<file path="config.mk">
export PLATFORM = sky130hd
export DESIGN_NAME = mssd_tx
export DESIGN_NICKNAME = d
export VERILOG_FILES = /design/src/rtl/mssd_tx.sv
export SDC_FILE = /design/constraint.sdc
export NUM_CORES = 1
export LEC_CHECK = 0
export ABC_AREA = 1
export CAP_MARGIN = 30
export CORE_ASPECT_RATIO = 0.6
export CORE_UTILIZATION = 53
export CTS_BUF_LIST = sky130_fd_sc_hd__clkbuf_2
export DETAILED_ROUTE_END_ITERATION = 10
export PLACE_DENSITY_LB_ADDON = 0.25
export RECOVER_POWER = 50
export SLEW_MARGIN = 40
export SYNTH_ARGS = -nofsm -noshare
export SYNTH_HDL_FRONTEND = slang
export SYNTH_SLANG_ARGS = --single-unit
</file>
<file path="constraint.sdc">
create_clock -name i_clk -period 3.9 [get_ports i_clk]
set_clock_uncertainty 0.05 [all_clocks]
set_input_delay 0.585 -clock i_clk [delete_from_list [all_inputs] [get_ports i_clk]]
set_output_delay 0.585 -clock i_clk [all_outputs]
set_load 0.02 [all_outputs]
</file>
<file path="src/rtl/mssd_tx.sv">
// Serial frame transmitter: idle-high, start, 2-bit port, 6-bit length, payload, stop.
// Optional even-parity bit before stop when MSSD_TX_PARITY_EN is defined.
module mssd_tx (
    input  logic       i_clk,
    input  logic       i_rst,
    input  logic       i_start,
    input  logic [1:0] i_portSel,
    input  logic [5:0] i_len,
    input  logic       i_dIn,
    output logic       o_dReq,
    output logic       o_sOut,
    output logic       o_busy,
    output logic       o_done
);

    typedef enum logic [2:0] {
        S_IDLE,
        S_START,
        S_PORT,
        S_LEN,
        S_DATA,
        S_STOP
`ifdef MSSD_TX_PARITY_EN
        , S_PAR
`endif
    } state_t;

    state_t     r_state, w_next;
    logic [7:0] r_sh, w_sh_nxt;
    logic [5:0] r_len;
    logic [5:0] r_rem, w_rem_nxt;
    logic [2:0] r_cnt, w_cnt_nxt;
    logic       r_sout, w_sout_nxt;
    logic       w_cap;
    logic       w_dreq;
`ifdef MSSD_TX_PARITY_EN
    logic       r_par;
`endif

    always_ff @(posedge i_clk or posedge i_rst) begin
        if (i_rst) begin
            r_state <= S_IDLE;
            r_sh    <= '0;
            r_len   <= '0;
            r_rem   <= '0;
            r_cnt   <= '0;
            r_sout  <= 1'b1;
        end else begin
            r_state <= w_next;
            r_sh    <= w_sh_nxt;
            r_rem   <= w_rem_nxt;
            r_cnt   <= w_cnt_nxt;
            r_sout  <= w_sout_nxt;
            if (w_cap)
                r_len <= i_len;
        end
    end

`ifdef MSSD_TX_PARITY_EN
    // Running XOR of every payload bit sampled; fresh for each frame.
    always_ff @(posedge i_clk or posedge i_rst) begin
        if (i_rst)
            r_par <= 1'b0;
        else if (w_cap)
            r_par <= 1'b0;
        else if (w_dreq)
            r_par <= r_par ^ i_dIn;
    end
`endif

    // Header bits ride a shift register: r_sh[0] is the bit currently on the line.
    always_comb begin
        w_next     = r_state;
        w_sh_nxt   = r_sh;
        w_rem_nxt  = r_rem;
        w_cnt_nxt  = r_cnt;
        w_sout_nxt = r_sout;
        w_cap      = 1'b0;
        w_dreq     = 1'b0;
        case (r_state)
            S_IDLE: begin
                w_sout_nxt = 1'b1;
                if (i_start) begin
                    w_cap      = 1'b1;
                    w_next     = S_START;
                    w_sout_nxt = 1'b0;
                    w_sh_nxt   = {i_len, i_portSel};
                end
            end
            S_START: begin
                w_next     = S_PORT;
                w_sout_nxt = r_sh[0];
                w_cnt_nxt  = 3'd0;
            end
            S_PORT: begin
                w_sout_nxt = r_sh[1];
                w_sh_nxt   = r_sh >> 1;
                if (r_cnt == 3'd1) begin
                    w_next    = S_LEN;
                    w_cnt_nxt = 3'd0;
                end else begin
                    w_cnt_nxt = r_cnt + 3'd1;
                end
            end
            S_LEN: begin
                if (r_cnt == 3'd5) begin
                    if (r_len != 6'd0) begin
                        w_dreq     = 1'b1;
                        w_next     = S_DATA;
                        w_sout_nxt = i_dIn;
                        w_rem_nxt  = r_len;
                    end else begin
`ifdef MSSD_TX_PARITY_EN
                        w_next     = S_PAR;
                        w_sout_nxt = r_par;
`else
                        w_next     = S_STOP;
                        w_sout_nxt = 1'b1;
`endif
                    end
                end else begin
                    w_sout_nxt = r_sh[1];
                    w_sh_nxt   = r_sh >> 1;
                    w_cnt_nxt  = r_cnt + 3'd1;
                end
            end
            S_DATA: begin
                if (r_rem == 6'd1) begin
`ifdef MSSD_TX_PARITY_EN
                    w_next     = S_PAR;
                    w_sout_nxt = r_par;
`else
                    w_next     = S_STOP;
                    w_sout_nxt = 1'b1;
`endif
                end else begin
                    w_dreq     = 1'b1;
                    w_sout_nxt = i_dIn;
                    w_rem_nxt  = r_rem - 6'd1;
                end
            end
`ifdef MSSD_TX_PARITY_EN
            S_PAR: begin
                w_next     = S_STOP;
                w_sout_nxt = 1'b1;
            end
`endif
            S_STOP: begin
                w_next     = S_IDLE;
                w_sout_nxt = 1'b1;
            end
            default: begin
                w_next     = S_IDLE;
                w_sout_nxt = 1'b1;
            end
        endcase
    end

    assign o_dReq = w_dreq;
    assign o_sOut = r_sout;
    assign o_busy = (r_state != S_IDLE);
    assign o_done = (r_state == S_STOP);

endmodule

</file>
==> results of run 1 <==
[cell usage after synthesis]
master     n  area share
nand2_1   67        0.17
dfrtp_1   26        0.43
inv_1     19       0.047
o21ai_0   19       0.063
nor2_1    18       0.045
nand3_1   14       0.046
mux2i_1    6       0.040
ha_1       4       0.033
nand2_2    3       0.012
a21oi_1    2      0.0066
buf_6      2       0.015
inv_2      2      0.0050
nand3_2    2       0.013
nand4_1    2      0.0083
nor2_2     2      0.0083
nor3_1     2      0.0066
o21ai_1    2      0.0066
dfstp_2    1       0.017
nand2_4    1      0.0074
nor2_4     1      0.0074
o211ai_1   1      0.0050
or2_2      1      0.0041
xor2_1     1      0.0058
[worst max-delay path, cell delays in order, from the launching register on]
cell,delay [ns]
dfrtp_1,0.46
inv_1,0.07
ha_1,0.17
nand2_1,0.09
nor2_1,0.24
nand2_1,0.10
nand2_2,0.18
clkdlybuf4s50_1,0.64
[per-layer routing]
metal | up-vias | track usage
li1 | 669 | -
met1 | 598 | 0.342
met2 | 42 | 0.362
met3 | 4 | 0.0558
met4 | 0 | 0.0400
met5 | - | 0
[through the flow]
stage	hold slack, ns	instances	area, µm²	utilization	setup WS, ns
after floorplan	0.391	198	1510	-	2.17
after global placement	0.414	243	1680	0.643	1.54
after detailed placement	0.429	243	1680	0.643	1.46
after CTS	0.483	247	1700	0.652	0.993
after global routing	0.517	247	1700	0.650	0.776
final	0.478	247	1700	0.650	0.955
[cell type report]
cell class / count / area share
Timing Repair Buffer: 15 / 0.0885
Tap cell: 32 / 0.0236
Clock buffer: 3 / 0.00885
Inverter: 21 / 0.0465
Sequential cell: 27 / 0.399
Multi-Input combinational cell: 148 / 0.429
Clock inverter: 1 / 0.00442
[power by group through the flow]
stage | sequential, mW | combinational (mW) | clock (mW)
6_report | 0.511 | 0.598 | 0.109
5_1_grt | 0.527 | 0.694 | 0.125
4_1_cts | 0.509 | 0.599 | 0.116
3_5_place_dp | 0.516 | 0.596 | 0
3_3_place_gp | 0.508 | 0.584 | 0
2_1_floorplan | 0.495 | 0.474 | 0
[worst paths after layout]
path	start	endpoint	slack [ns]	cells past startpoint
setup / recovery	r_cnt[1]$_DFFE_PP0P_	o_dReq	0.95	7
hold / removal	r_sh[3]$_DFFE_PP0P_	r_sh[3]$_DFFE_PP0P_	0.48	2
setup reg to reg	r_state[0]$_DFFE_PP0P_	r_len[4]$_DFFE_PP0P_	2.18	6
hold reg to reg	r_sh[3]$_DFFE_PP0P_	r_sh[3]$_DFFE_PP0P_	0.48	2
max in group asynchronous	i_rst	r_rem[2]$_DFFE_PP0P_	2.40	2
min in group asynchronous	i_rst	r_sh[2]$_DFFE_PP0P_	0.80	2
[flip-flops by register name, indices dropped and copies added, names as in the netlist]
register,count
r_state,3
r_len,6
r_rem,6
o_sOut,1
r_cnt,3
r_sh,8
[kinds of logic after synthesis]
family,count (synthesis),share of synthesized area
AO/OA/AOI/OAI,24,0.0811
XOR/XNOR,1,0.00580
adder cells (fa/ha/maj),4,0.0331
buffers and inverters,23,0.0671
flip-flops,27,0.448
multiplexers,6,0.0397
AND/OR/NAND/NOR,113,0.325
==> results.toml, run 1 <==
[status]
status = "finished, final reports clean"

[setup_path]
arrival_ns = 2.31
setup.worst_path.class = "reg2out"
cp_max_fo = 12
end_kind = "output pin"
crit_path_start_kind = "flip-flop"
required_ns = 3.26

[cts]
htree_levels = 1
hold_buffers = 0
cts.clk_slew.worst_paths_ns = 0.26
cts_resized = 0
cts_buffers = 3
tritoncts = "yes"
cts_sinks = 27
worstSkewPairLatency_ns = 0.37
cts_max_path_buffers = 2
post_cts_buffers = 0
cts-root-buf = "clkbuf_2"

[final_layout]
area_growth_pct = 12.3
drive_gt1_frac = 0.0698
fillers = 226
final_cell_mix = "nand2_1 (67), dfrtp_1 (26), nor2_1 (20)"
multi_input_area_um2 = 728
diodes = 0
layout_commonest_cell = "nand2_1"
regArea_um2 = 677
layout.nets = 232

[worst_hold_path]
hold_path_class = "reg2reg"

[global_route]
antenna_found_initial = 0
grt_pass1_vias = 1205
grtUsageTotal = 0.233
grt_pass1_wl_mm = 5.48
grt.overflow.total = 0
grt_start_max_net_pins = 28

[sta]
layout_min_cycle_time_ns = 2.95
fmax_mhz = 340
finalSetupViolations = 0
tightest_slew_ns = 1.01
finalCritPeriodShare = 0.755
setup_tns_ns = 0
rsz0062_at_grt = "false"
drv_slew = 0
slew_headroom = 0.327
hold_viol_final = 0

[pwr]
powerDensity_nw_per_um2 = 718
power_switching_mw = 0.564
p_seq_frac = 0.420
p_int_mw = 0.654
comb_power_share = 0.491
leakagePower_nw = 0.859
swShare = 0.463
p_clk_frac = 0.089
ir_drop_uv = 294
totalPowerFinal_mw = 1.22

[job]
maxCapViolations = 0

[routing]
drt_iter0_markers = 131
wirelength_met1_mm = 1.52
vias_per_cell = 5.32
routedWlPerCell_um = 12.6
drc = 0
dr.max_layer_used = "met4"
met2WireLength_mm = 1.40
vias = 1313
dr.pass1.iters = 4
drt-total-wl_mm = 3.11
antenna_left = 0
wl_met3_um = 184

[placed_design]
port_buffers = 15
place_congestion = 0.872
dpl.hpwl_mm = 2.40

[die]
die_x_um = 70.9
start_util = 0.579
pin_count = 16
die-area_um2 = 3080
die_height_um = 43.4
core.rowCount = 14
core_area_um2 = 2610

[yosys]
synth_warnings = 0
syn_inst = 198
synth.distinct_cells = 23
syn_area_um2 = 1510
ys_ff_latch = 27
syn_area_per_cell_um2 = 7.63
syn_nets = 214
seq_area_frac_synth = 0.448
Power figures use the tool's default switching activity.
==> run 2, diff against run 1 <==
- clock period: 3.9 -> 3 ns (I/O delays scaled with it)
==> run 2 against run 1 <==
Via count increased by 0.76%. Worst hold slack improved by 0.00099 ns. Design area grew 0.22%. Final cell count rose by 0.40%. Core utilization rose by 0.14 points. Critical path type unchanged. Sequential share of layout area fell by 0.088 points. Register-to-register slack got worse by 0.91 ns. Routed wire length is 2.6% higher. Setup slack worse by 0.74 ns.
==> results.toml, run 2 (synthesis gave the netlist of run 1 again) <==
[setup_path]
crit_path_frequent_cell = "nand2_2"
crit_path_start_kind = "flip-flop"
crit_start = "r_state[0]$_DFFE_PP0P_"
slowest_stage = "clkdlybuf4s50_1"
arrival_ns = 2.29
rrSetupSlack_ns = 1.27
cp_max_fo = 12
rr_startpoint = "r_state[0]$_DFFE_PP0P_"
max_stage_delay_ns = 0.64
crit_path_cell_trace = "nor2_4 -> nand2_4 -> inv_2 -> nand2_2 -> nand2_2 -> clkdlybuf4s50_1"
setup.worst_path.class = "reg2out"
end_kind = "output pin"
required_ns = 2.50

[final_layout]
drive_gt1_frac = 0.0694
area_growth_pct = 12.5
stdcell_count = 248
largest_reg_flops = 8
layout_commonest_cell = "nand2_1"
reg_top3 = "r_sh x8, r_len x6, r_rem x6"
diodes = 0
final_cell_mix = "nand2_1 (67), dfrtp_1 (26), nor2_1 (20)"
top_register = "r_sh"
fillers = 218
layout.nets = 233

[job]
maxCapViolations = 0

[cts]
cts_max_path_buffers = 2
cts_resized = 0
hold_buffers = 0
worstSkewPairLatency_ns = 0.37
cts-root-buf = "clkbuf_2"
htree_levels = 1
cts.clk_slew.worst_paths_ns = 0.26
post_cts_buffers = 0
cts_sinks = 27
tritoncts = "yes"
cts_buffers = 3

[placed_design]
port_buffers = 15
place_ws_ns = 0.686
place_congestion = 0.872
placed_cells = 244
dpl.hpwl_mm = 2.48

[sta]
tightest_slew_ns = 1.43
hold_viol_final = 0
finalCritPeriodShare = 0.929
finalSetupViolations = 0
fin_ws_ns = 0.212
setup_tns_ns = 0
fmax_mhz = 359
drv_slew = 0
layout_min_cycle_time_ns = 2.79
rsz0062_at_grt = "false"
slew_headroom = 0.0487

[global_route]
grtUsageTotal = 0.238
grt.overflow.total = 0
grt_start_max_net_pins = 28
antenna_found_initial = 0
grt_pass1_wl_mm = 5.59
grt_pass1_vias = 1162

[routing]
routedWlPerCell_um = 12.9
vias = 1323
antenna_left = 0
drc = 0
dr.pass1.iters = 4
drt_iter0_markers = 134
met2WireLength_mm = 1.45
drt-total-wl_mm = 3.19
wl_met3_um = 168
vias_per_cell = 5.33
wirelength_met1_mm = 1.57
dr.max_layer_used = "met4"

[die]
pin_count = 16
core_area_um2 = 2610
die_height_um = 43.4
die-area_um2 = 3080
start_util = 0.579
die_x_um = 70.9
core.rowCount = 14

[worst_hold_path]
min_from = "r_sh[2]$_DFFE_PP0P_"
hold_path_class = "reg2reg"

[pwr]
powerDensity_nw_per_um2 = 934
leakagePower_nw = 0.861
ir_drop_uv = 432

[status]
status = "finished, final reports clean"
[run 2: cell count changes in the layout (fill, tap and decap cells not counted), sizes merged]
cell    previous run  this run
clkbuf             3         4
[run 2: stage by stage]
| stage | cell area, µm² | power (mW) | hold WS [ns] | util |
|---|---|---|---|---|
| final | 1700 | 1.59 | 0.479 | 0.651 |
| after global routing | 1700 | 1.74 | 0.498 | 0.651 |
| after CTS | 1710 | 1.59 | 0.352 | 0.655 |
| after detailed placement | 1690 | 1.45 | 0.425 | 0.646 |
| after global placement | 1690 | 1.42 | 0.414 | 0.646 |
| after floorplan | 1510 | 1.26 | 0.391 | - |
[run 2: final timing paths]
check,end,cells past startpoint
setup reg to reg,r_len[4]$_DFFE_PP0P_,6
max in group asynchronous,r_rem[0]$_DFFE_PP0P_,3
setup / recovery,o_dReq,6
hold / removal,r_sh[2]$_DFFE_PP0P_,2
min in group asynchronous,r_sh[4]$_DFFE_PP0P_,3
hold reg to reg,r_sh[2]$_DFFE_PP0P_,2
[run 2: metal layers]
layer,vias up,global-route usage
li1,669,-
met2,43,0.371
met5,-,0
met1,609,0.347
met4,0,0.0360
met3,2,0.0628
[run 2: power breakdown]
part	total [mW]	switching, mW	internal (mW)
registers	0.667	0.142	0.525
logic	0.777	0.484	0.294
clock network	0.144	0.113	0.0309
total	1.59	0.739	0.849
[run 2: cell type report]
| cell class | count | area (µm²) | share of cell area |
|---|---|---|---|
| Clock buffer | 3 | 15.0 | 0.00883 |
| Clock inverter | 1 | 7.51 | 0.00442 |
| Inverter | 21 | 78.8 | 0.0464 |
| Multi-Input combinational cell | 148 | 728 | 0.428 |
| Sequential cell | 27 | 677 | 0.398 |
| Tap cell | 32 | 40.0 | 0.0235 |
| Timing Repair Buffer | 16 | 154 | 0.0905 |
[run 2: worst max-delay path, delay by kind of cell (launching register included)]
kind	cells	cell delay, ns
AND/OR/NAND/NOR	4	0.59
flip-flops	1	0.54
buffers and inverters	2	0.79
==> run 3, diff against run 2 <==
- CTS_CLUSTER_DIAMETER: unset -> 80
==> results of run 3 <==
Same layout as run 2: the final DEF is identical, and so are final timing and power.
